[src/rtl/if_stage_if.sv]
// if_stage_if: fetch-stage bus shared by the hazard unit, decode stage and instruction memory.
// master drives the requests and instruction data; slave is the fetch stage itself.
interface if_stage_if #(parameter int ADDR_WIDTH = 32);
    logic                  i_StallF;
    logic                  i_StallD;
    logic                  i_FlushD;
    logic                  i_PCSrcD;
    logic [1:0]            i_PC_SelD;
    logic [ADDR_WIDTH-1:0] i_BranchTargetD;
    logic [ADDR_WIDTH-1:0] i_RegJumpD;
    logic [31:0]           i_InstrF;
    logic [ADDR_WIDTH-1:0] o_PCF;
    logic [31:0]           o_InstrD;
    logic [5:0]            o_OpD;
    logic [5:0]            o_functD;
    logic [ADDR_WIDTH-1:0] o_PCPlus4D;
    logic                  o_ValidD;
    logic                  o_AddrErr;
    logic [31:0]           o_FetchCount;
    modport master (
        output i_StallF, i_StallD, i_FlushD, i_PCSrcD, i_PC_SelD,
               i_BranchTargetD, i_RegJumpD, i_InstrF,
        input  o_PCF, o_InstrD, o_OpD, o_functD, o_PCPlus4D,
               o_ValidD, o_AddrErr, o_FetchCount
    );
    modport slave (
        input  i_StallF, i_StallD, i_FlushD, i_PCSrcD, i_PC_SelD,
               i_BranchTargetD, i_RegJumpD, i_InstrF,
        output o_PCF, o_InstrD, o_OpD, o_functD, o_PCPlus4D,
               o_ValidD, o_AddrErr, o_FetchCount
    );
endinterface

[src/rtl/if_stage.sv]
// if_stage: MIPS instruction fetch - PC register, next-PC select from decode redirects,
// and the IF/ID pipeline register with valid tracking, fetch counter and misalignment flag.
module if_stage #(
    parameter int                    ADDR_WIDTH = 32,
    parameter logic [ADDR_WIDTH-1:0] RESET_PC   = '0
) (
    input logic       i_clk,
    input logic       i_rst,
    if_stage_if.slave bus
);
    logic [ADDR_WIDTH-1:0] r_pc;
    logic [ADDR_WIDTH-1:0] r_pc_plus4_d;
    logic [31:0]           r_instr_d;
    logic [31:0]           r_fetch_count;
    logic                  r_valid_d;
    logic                  r_addr_err;
    logic [ADDR_WIDTH-1:0] w_pc_plus4;
    logic [ADDR_WIDTH-1:0] w_jump;
    logic [ADDR_WIDTH-1:0] w_target;
    logic [ADDR_WIDTH-1:0] w_next;
    logic                  w_misaligned;
    logic                  w_load_valid;

    assign w_pc_plus4   = r_pc + ADDR_WIDTH'(4);
    assign w_jump       = {r_pc_plus4_d[ADDR_WIDTH-1:28], r_instr_d[25:0], 2'b00};
    assign w_target     = bus.i_PC_SelD == 2'b00 ? bus.i_BranchTargetD :
                          bus.i_PC_SelD == 2'b01 ? w_jump :
                          bus.i_PC_SelD == 2'b10 ? bus.i_RegJumpD : w_pc_plus4;
    assign w_misaligned = bus.i_PCSrcD && (w_target[1:0] != 2'b00);
    // Redirect targets are forced to a word boundary; the flag records that it happened.
    assign w_next       = bus.i_PCSrcD ? {w_target[ADDR_WIDTH-1:2], 2'b00} : w_pc_plus4;
    assign w_load_valid = !bus.i_StallD && !bus.i_FlushD;

    always_ff @(posedge i_clk or posedge i_rst) begin
        if (i_rst) begin
            r_pc          <= RESET_PC;
            r_instr_d     <= '0;
            r_pc_plus4_d  <= '0;
            r_valid_d     <= 1'b0;
            r_addr_err    <= 1'b0;
            r_fetch_count <= '0;
        end else begin
            if (!bus.i_StallF) r_pc <= w_next;
            if (w_misaligned) r_addr_err <= 1'b1;
            if (!bus.i_StallD) begin
                r_instr_d    <= bus.i_FlushD ? '0 : bus.i_InstrF;
                r_pc_plus4_d <= bus.i_FlushD ? '0 : w_pc_plus4;
                r_valid_d    <= !bus.i_FlushD;
            end
            if (w_load_valid) r_fetch_count <= r_fetch_count + 32'd1;
        end
    end

    assign bus.o_PCF        = r_pc;
    assign bus.o_InstrD     = r_instr_d;
    assign bus.o_OpD        = r_instr_d[31:26];
    assign bus.o_functD     = r_instr_d[5:0];
    assign bus.o_PCPlus4D   = r_pc_plus4_d;
    assign bus.o_ValidD     = r_valid_d;
    assign bus.o_AddrErr    = r_addr_err;
    assign bus.o_FetchCount = r_fetch_count;
endmodule

[src/flat_wrapper.sv]
// flat-port wrapper written by rule: the top's interface ports become plain ports
module if_stage_flat 
#(
    parameter int                    ADDR_WIDTH = 32,
    parameter logic [ADDR_WIDTH-1:0] RESET_PC   = '0
)
  (i_clk, i_rst, bus_i_StallF, bus_i_StallD, bus_i_FlushD, bus_i_PCSrcD, bus_i_PC_SelD, bus_i_BranchTargetD, bus_i_RegJumpD, bus_i_InstrF, bus_o_PCF, bus_o_InstrD, bus_o_OpD, bus_o_functD, bus_o_PCPlus4D, bus_o_ValidD, bus_o_AddrErr, bus_o_FetchCount);
  if_stage_if #(.ADDR_WIDTH(ADDR_WIDTH)) bus_i ();
  input logic i_clk;
  input logic i_rst;
  input wire logic [$bits(bus_i.i_StallF)-1:0] bus_i_StallF;
  input wire logic [$bits(bus_i.i_StallD)-1:0] bus_i_StallD;
  input wire logic [$bits(bus_i.i_FlushD)-1:0] bus_i_FlushD;
  input wire logic [$bits(bus_i.i_PCSrcD)-1:0] bus_i_PCSrcD;
  input wire logic [$bits(bus_i.i_PC_SelD)-1:0] bus_i_PC_SelD;
  input wire logic [$bits(bus_i.i_BranchTargetD)-1:0] bus_i_BranchTargetD;
  input wire logic [$bits(bus_i.i_RegJumpD)-1:0] bus_i_RegJumpD;
  input wire logic [$bits(bus_i.i_InstrF)-1:0] bus_i_InstrF;
  output wire logic [$bits(bus_i.o_PCF)-1:0] bus_o_PCF;
  output wire logic [$bits(bus_i.o_InstrD)-1:0] bus_o_InstrD;
  output wire logic [$bits(bus_i.o_OpD)-1:0] bus_o_OpD;
  output wire logic [$bits(bus_i.o_functD)-1:0] bus_o_functD;
  output wire logic [$bits(bus_i.o_PCPlus4D)-1:0] bus_o_PCPlus4D;
  output wire logic [$bits(bus_i.o_ValidD)-1:0] bus_o_ValidD;
  output wire logic [$bits(bus_i.o_AddrErr)-1:0] bus_o_AddrErr;
  output wire logic [$bits(bus_i.o_FetchCount)-1:0] bus_o_FetchCount;
  assign bus_i.i_StallF = bus_i_StallF;
  assign bus_i.i_StallD = bus_i_StallD;
  assign bus_i.i_FlushD = bus_i_FlushD;
  assign bus_i.i_PCSrcD = bus_i_PCSrcD;
  assign bus_i.i_PC_SelD = bus_i_PC_SelD;
  assign bus_i.i_BranchTargetD = bus_i_BranchTargetD;
  assign bus_i.i_RegJumpD = bus_i_RegJumpD;
  assign bus_i.i_InstrF = bus_i_InstrF;
  assign bus_o_PCF = bus_i.o_PCF;
  assign bus_o_InstrD = bus_i.o_InstrD;
  assign bus_o_OpD = bus_i.o_OpD;
  assign bus_o_functD = bus_i.o_functD;
  assign bus_o_PCPlus4D = bus_i.o_PCPlus4D;
  assign bus_o_ValidD = bus_i.o_ValidD;
  assign bus_o_AddrErr = bus_i.o_AddrErr;
  assign bus_o_FetchCount = bus_i.o_FetchCount;
  if_stage #(.ADDR_WIDTH(ADDR_WIDTH), .RESET_PC(RESET_PC)) u_core (.i_clk(i_clk), .i_rst(i_rst), .bus(bus_i));
endmodule
[config.mk]
export PLATFORM = sky130hd
export DESIGN_NAME = if_stage_flat
export DESIGN_NICKNAME = d
export VERILOG_FILES = /design/src/rtl/if_stage_if.sv /design/src/rtl/if_stage.sv /design/src/flat_wrapper.sv
export SDC_FILE = /design/constraint.sdc
export NUM_CORES = 1
export LEC_CHECK = 0
export CAP_MARGIN = 20
export CORE_MARGIN = 2
export CORE_UTILIZATION = 41
export CTS_BUF_LIST = sky130_fd_sc_hd__clkbuf_8
export CTS_CLUSTER_SIZE = 40
export DETAILED_ROUTE_END_ITERATION = 8
export GPL_ROUTABILITY_DRIVEN = 0
export GPL_TIMING_DRIVEN = 0
export HOLD_SLACK_MARGIN = 0.15
export PLACE_DENSITY_LB_ADDON = 0.08
export SKIP_CTS_REPAIR_TIMING = 1
export SYNTH_ARGS = -nofsm -noshare
export SYNTH_HDL_FRONTEND = slang
export SYNTH_SLANG_ARGS = --single-unit
[constraint.sdc]
create_clock -name i_clk -period 12.72 [get_ports i_clk]
set_clock_uncertainty 0.2 [all_clocks]
set_input_delay 1.908 -clock i_clk [delete_from_list [all_inputs] [get_ports i_clk]]
set_output_delay 1.908 -clock i_clk [all_outputs]
set_load 0.01 [all_outputs]
After elaboration in Yosys (flattened, before gate mapping)
Cells that the tools add are included.
{"block": "word_totals", "output_inout_bits": 142, "elab_cells": 22, "ff_bits": 130}
{"block": "classes", "n_eq_ne": 2, "n_reduce_logical": 6, "n_mux": 6, "add_sub_neg": 2}
{"op": "$mux W32", "n": 6}
{"op": "$add A32 B1 Y32 const B", "n": 1}
{"op": "$add A32 B3 Y32 const B", "n": 1}
{"op": "$eq A2 B1 Y1 const B", "n": 1}
{"op": "$eq A2 B2 Y1 const B", "n": 1}
{"op": "$logic_and A1 B1 Y1", "n": 2}
{"op": "$logic_not A1 Y1", "n": 2}
{"op": "$logic_not A2 Y1", "n": 1}
{"op": "$reduce_bool A2 Y1", "n": 1}

Depth between registers and ports, before layout
Gate-level depths: netlist of the first run.
{"block": "logic_depth", "depth_word": 6, "depth_mapped": 8}

Least setup slack after synthesis of the first run
No wires, ideal clock.
{"block": "synth_path", "kind": "in2reg", "from": "input bus_i_StallD", "to": "register u_core.r_fetch_count[29], in the netlist u_core.bus.o_FetchCount[29]", "n_path_buf": 2, "setup_time_ns": 0.125, "required_time_ns": 12.395, "stages": 7, "arrival_time_ns": 3.250, "setup_slack_ns": 9.145, "cell_sequence": "buf_2 -> nor2_1 -> buf_2 -> nand4_1 -> nor3_1 -> nand3_1 -> xnor2_1"}
{"block": "synth_between", "elab_chain_len": 2}
{"element": "start: declaration", "line": "flat_wrapper.sv:12", "source": "input wire logic [$bits(bus_i.i_StallD)-1:0] bus_i_StallD;"}
{"element": "$logic_not A1 Y1", "line": "if_stage.sv:32", "source": "assign w_load_valid = !bus.i_StallD && !bus.i_FlushD;"}
{"element": "$logic_and A1 B1 Y1", "line": "if_stage.sv:32"}
{"element": "end signal: assignment", "line": "if_stage.sv:50", "source": "if (w_load_valid) r_fetch_count <= r_fetch_count + 32'd1;"}
{"element": "end: declaration", "line": "if_stage.sv:14", "source": "logic [31:0] r_fetch_count;"}
No other way between the ends.
A chain may end at the register's enable or synchronous reset.

Final worst setup path of the first run
{"block": "layout_path", "from": "input bus_i_FlushD", "to": "register u_core.r_fetch_count[31], in the netlist u_core.bus.o_FetchCount[31]"}
{"block": "layout_between", "elab_chain_len": 2}
{"element": "start: declaration", "line": "flat_wrapper.sv:13", "source": "input wire logic [$bits(bus_i.i_FlushD)-1:0] bus_i_FlushD;"}
{"element": "$logic_not A1 Y1", "line": "if_stage.sv:32"}
{"element": "$logic_and A1 B1 Y1", "line": "if_stage.sv:32"}
No other way between the ends.

==> impl_metrics.yaml, run 1 <==
global_routing:
  grt-ovfl-total: 0
  grt_pass1_wl_mm: 34.9
  grt_antenna_before_repair: 0
  first_global_vias: 6322
  grt_max_degree: 66
  grt_util_all_layers: 0.251
timing:
  fin_crit_ns: 4.01
  setup_viol: 0
  drv_slew: 0
  hold_viol: 0
  min_period_over_period: 0.315
  max_freq_mhz: 249
  finalSetupTns_ns: 0
  slew_headroom: 0.553
  rsz0062_at_grt: "no"
  worstMarginPinSlew_ns: 0.671
critical_path:
  endpoint_kind: "flip-flop"
  worstPathMaxFanout: 10
  cp.arrival_ns: 4.15
  r2r_end: "u_core.bus.o_PCF[24]$_DFFE_PP0N_"
  cp-start-kind: "input pin"
  worst-setup-path-type: "input pin to flip-flop"
  reg2reg_from: "u_core.bus.o_PCF[2]$_DFFE_PP0N_"
  crit_required_ns: 12.85
  rrSetupSlack_ns: 10.14
  worst-r2r-cell-count: 6
cts:
  cts.clk_slew.worst_paths_ns: 0.07
  cts_made_buffers: 17
  tritoncts: "built"
  cts_num_sinks: 127
  h-tree-depth: 4
  root_buffer: "clkbuf_8"
  clk_path_buf_depth: 2
  clkLatencyLatePin_ns: 0.44
detailed_routing:
  dr.pass1.iters: 5
  vias_per_cell: 5.32
  avgRoutedWirePerCell_um: 18.3
  wl_mm: 22.1
  ant_nets: 0
  vias: 6420
  drc_errors: 0
  drtIter0Drc: 488
yosys:
  synth.distinct_cells: 60
  synth_area_per_cell_um2: 9.63
  ys_warn_count: 0
  synthCells: 713
  async_flop_share: 1.00
  ys.flop_type: "dfrtp_1"
  synth_seq_cells: 127
  yosysSeqAreaShare: 0.463
  synth_edf_count: 0
  synth.cell_area_um2: 6860
hold_path:
  min_path_type: "flip-flop to flip-flop"
  whs_path_depth: 1
  hold_end: "u_core.bus.o_AddrErr$_DFFE_PP0P_"
  min_from: "u_core.bus.o_AddrErr$_DFFE_PP0P_"
power:
  p_leak_uw: 0.00413
  p_per_area_nw_per_um2: 120
  total_power_uw: 1190
  ir_drop_mv: 0.0695
floorplan:
  num_io_pins: 246
  die_area_um2: 17800
  die_h_um: 133
  start_util: 0.417
  core-area_um2: 16500
  rows: 47
  die_w_um: 133
finish:
  final_common_cell: "clkdlybuf4s50_1"
  num_antenna_cells: 0
  final_cell_mix: "clkdlybuf4s50_1 (240), dfrtp_1 (127), nand2_1 (89)"
  fin_nets: 1080
  final_core_utilization: 0.604
  syn2layout_area_growth_pct: 45.0
  drive_gt1_frac: 0.0842
  fillCellCount: 1463
placement:
  io_buffers: 240
  dpl.hpwl_mm: 17.0
outcome:
  status: "finished clean"
job:
  drv_cap: 0
[critical path, stage by stage]
cell and delay (ns):
clkdlybuf4s50_1 0.52, nor2_1 0.16, buf_2 0.33, nand4_1 0.28, nor3_1 0.61, nand3_1 0.18
xnor2_1 0.16
[layout make-up]
cell class,count,area [um2],share of cell area
Clock inverter,13,125,0.0126
Inverter,10,42.5,0.00428
Multi-Input combinational cell,511,3320,0.334
Tap cell,220,275,0.0277
Timing Repair Buffer,241,2430,0.244
Clock buffer,18,248,0.0249
Buffer,66,332,0.0333
Sequential cell,127,3180,0.319
[registers in the layout, indices dropped and copies added, names as in the netlist]
register,count
u_core.bus.o_FetchCount,32
u_core.bus.o_AddrErr,1
u_core.bus.o_PCPlus4D,31
u_core.bus.o_ValidD,1
u_core.bus.o_InstrD,32
u_core.bus.o_PCF,30
[stage by stage]
step	hold WS [ns]	setup slack, ns	std cells	area (um2)
5_1_grt	0.299	8.50	1206	9950
4_1_cts	0.277	8.69	1206	9950
3_3_place_gp	0.255	5.27	1174	9550
6_report	0.276	8.71	1206	9950
3_5_place_dp	0.257	8.24	1175	9580
2_1_floorplan	0.307	7.23	714	6870
[how the worst max path moves through the flow]
stage | from | end | depth (start not counted)
floorplan | i_rst | u_core.bus.o_AddrErr$_DFFE_PP0P_ | 1
CTS | bus_i_FlushD | u_core.bus.o_FetchCount[31]$_DFFE_PP0P_ | 7
global placement | i_rst | u_core.bus.o_AddrErr$_DFFE_PP0P_ | 2
global route | bus_i_FlushD | u_core.bus.o_FetchCount[31]$_DFFE_PP0P_ | 7
finish | bus_i_FlushD | u_core.bus.o_FetchCount[31]$_DFFE_PP0P_ | 7
detailed placement | bus_i_FlushD | u_core.bus.o_FetchCount[31]$_DFFE_PP0P_ | 7
[power by group]
part | switching (uW) | internal (uW) | total, uW | leakage, uW
registers | 58.3 | 452 | 511 | 0.00164
clock network | 162 | 175 | 337 | 0.000196
logic | 157 | 190 | 347 | 0.00229
total | 377 | 817 | 1190 | 0.00413
[layer usage]
layer	up-vias	GRT usage	wire, um
li1	3094	-	-
met1	3034	0.340	9790
met2	262	0.394	10200
met3	30	0.0658	1680
met4	0	0.0804	413
met5	-	0	0
[synthesized netlist by cell type (3+ instances only)]
cell,n,area share
xnor2_1,32,0.041
a21oi_1,24,0.017
buf_4,18,0.020
a21boi_0,3,0.0033
nand2b_1,7,0.0064
nor2_1,36,0.020
o221ai_1,3,0.0038
a31oi_1,3,0.0027
buf_1,4,0.0022
o21ai_0,45,0.033
and3_1,8,0.0073
o22ai_1,13,0.012
clkbuf_1,31,0.017
dfrtp_1,127,0.46
nand3_1,30,0.022
nand2_1,89,0.049
a32oi_1,3,0.0038
or3_1,3,0.0027
a22o_1,34,0.043
mux2_2,13,0.021
and4_1,8,0.010
and2_1,7,0.0064
nor4b_1,5,0.0064
a22oi_1,7,0.0077
o31ai_1,21,0.023
nor3_1,6,0.0044
nand4_1,15,0.014
a211oi_1,3,0.0033
inv_1,9,0.0049
mux2i_1,19,0.028
a21o_1,3,0.0033
a221oi_1,3,0.0038
buf_2,13,0.0095
xor2_1,27,0.034
nor2b_1,10,0.0091
[cells by family after synthesis]
group,synth area share
and+or+nand+nor,0.174
adders and majority gates,0.00365
buffers and inverters,0.0538
AOI/OAI and AO/OA,0.181
other,0.000546
muxes,0.0490
xor gates and xnor gates,0.0753
DFF,0.463
No activity file was read; power rests on OpenSTA's default activity.
==> run 2: changes to the inputs <==
- clock period: 12.72 -> 3.58 ns (I/O delays scaled with it)
==> run 2 against run 1 <==
Net effect: via count up 0.72%; die area stayed put; largest power group unchanged; cell area is essentially flat; critical endpoint unchanged; worst hold slack got worse by 0.0076 ns; global-route usage shrank 0.70 points; first-iteration DRC count is 10% lower; sequential share of layout area hardly changed; clock power increased to 3.4 times the previous value.
==> impl_metrics.yaml, run 2 (synthesized netlist as in run 1, its figures left out) <==
global_routing:
  grtUsageMet3: 0.0719
  grt_antenna_before_repair: 0
  first_global_vias: 6093
  grtUsageMet2: 0.384
  busiest_layer: "met2"
  grt_max_degree: 43
  grt_pass1_wl_mm: 33.9
  use_met1: 0.326
  grt_util_all_layers: 0.244
  grt-ovfl-total: 0
critical_path:
  cp.arrival_ns: 2.78
  cp-start-kind: "input pin"
  endpoint_kind: "flip-flop"
  cp_slowest_cell: "nor3_1"
  worstPathMaxFanout: 10
  cp_top_family: "simple AND/OR/NAND/NOR gates"
  cp_num_buf_inv: 2
  worst-setup-path-type: "input pin to flip-flop"
  max_stage_delay_ns: 0.63
  crit_required_ns: 3.72
  cp_cell_sequence: "clkdlybuf4s50_1 -> nor2_1 -> buf_2 -> nand4_1 -> nor3_1 -> nand3_1 -> xnor2_1"
finish:
  syn2layout_area_growth_pct: 45.1
  final_core_utilization: 0.605
  final_common_cell: "clkdlybuf4s50_1"
  final_cell_mix: "clkdlybuf4s50_1 (240), dfrtp_1 (127), nand2_1 (89)"
  stdcell_area_um2: 9960
  num_antenna_cells: 0
  drive_gt1_frac: 0.0832
  fin_nets: 1082
floorplan:
  num_io_pins: 246
  rows: 47
  start_util: 0.417
  die_w_um: 133
  core-area_um2: 16500
  die_area_um2: 17800
  die_h_um: 133
power:
  seqPwrFrac: 0.433
  p_sw_uw: 1310
  total_power_uw: 4180
  power_frac_clock: 0.272
  ir_drop_mv: 0.251
  p_sw_frac: 0.314
  p_leak_uw: 0.00413
  intPower_uw: 2870
  p_per_area_nw_per_um2: 420
  power_frac_comb: 0.295
timing:
  worstMarginPinSlew_ns: 0.708
  finalSetupTns_ns: 0
  fin_crit_ns: 2.64
  setup_viol: 0
  max_freq_mhz: 379
  drv_slew: 0
  whs_ns: 0.268
  slew_headroom: 0.527
  hold_viol: 0
  rsz0062_at_grt: "no"
  min_period_over_period: 0.737
cts:
  cts.clk_slew.worst_paths_ns: 0.07
  cts_made_buffers: 17
  root_buffer: "clkbuf_8"
  clkLatencyLatePin_ns: 0.45
  tritoncts: "built"
  clk_path_buf_depth: 2
  cts_num_sinks: 127
  h-tree-depth: 4
detailed_routing:
  avgRoutedWirePerCell_um: 18.1
  vias: 6466
  ant_nets: 0
  wl_mm: 21.8
  vias_per_cell: 5.36
  drc_errors: 0
  dr.pass1.iters: 5
  drtIter0Drc: 439
placement:
  place_area_um2: 9610
  io_buffers: 240
  dpl.hpwl_mm: 17.0
job:
  drv_cap: 0
outcome:
  status: "finished clean"
hold_path:
  min_path_type: "flip-flop to flip-flop"
==> run 2: cell types whose count changed in the layout (fill, tap and decap cells not counted), sizes merged <==
cell,before,now
buf,36,38
bufinv,2,1
clkbuf,49,51
clkinv,8,5
==> run 2: area by class of cell <==
type,instances,area (um2)
flip-flops and latches,127,3180
inverters,10,41.3
plain buffers,66,332
well taps,220,275
clock buffers,20,275
fillers,1461,6510
multi-input cells,511,3320
repair buffers,243,2460
clock inverters,9,72.6
==> run 2: routing by layer <==
layer	wire [um]	vias to the layer above	part of all wire
met5	0	-	0
met4	432	0	0.020
met3	1830	31	0.084
met2	10200	292	0.47
met1	9330	3053	0.43
li1	-	3090	-
==> run 2: through the flow <==
stage	cells	setup WS [ns]
2_1_floorplan	714	1.28
3_3_place_gp	1174	0.0193
3_5_place_dp	1177	0.450
4_1_cts	1206	0.912
5_1_grt	1206	0.723
6_report	1206	0.941
==> run 2: final timing paths <==
path                                                          from                                 endpoint  slack, ns  cells past startpoint
max                                                   bus_i_FlushD  u_core.bus.o_FetchCount[31]$_DFFE_PP0P_       0.94                      7
min                        u_core.bus.o_FetchCount[31]$_DFFE_PP0P_  u_core.bus.o_FetchCount[31]$_DFFE_PP0P_       0.27                      1
max reg2reg                        u_core.bus.o_PCF[2]$_DFFE_PP0N_         u_core.bus.o_PCF[30]$_DFFE_PP0N_       1.02                      6
min reg2reg                u_core.bus.o_FetchCount[31]$_DFFE_PP0P_  u_core.bus.o_FetchCount[31]$_DFFE_PP0P_       0.27                      1
max in group asynchronous                                    i_rst   u_core.bus.o_FetchCount[7]$_DFFE_PP0P_       2.20                      3
min in group asynchronous                                    i_rst    u_core.bus.o_PCPlus4D[22]$_DFFE_PP0N_       0.36                      2
==> run 2: power by group through the flow <==
stage / sequential [uW] / clock, uW / combinational, uW
2_1_floorplan: 1880 / 0 / 508
3_3_place_gp: 1830 / 0 / 1210
6_report: 1810 / 1140 / 1230
4_1_cts: 1810 / 1160 / 1240
3_5_place_dp: 1830 / 0 / 1230
5_1_grt: 1840 / 1220 / 1330
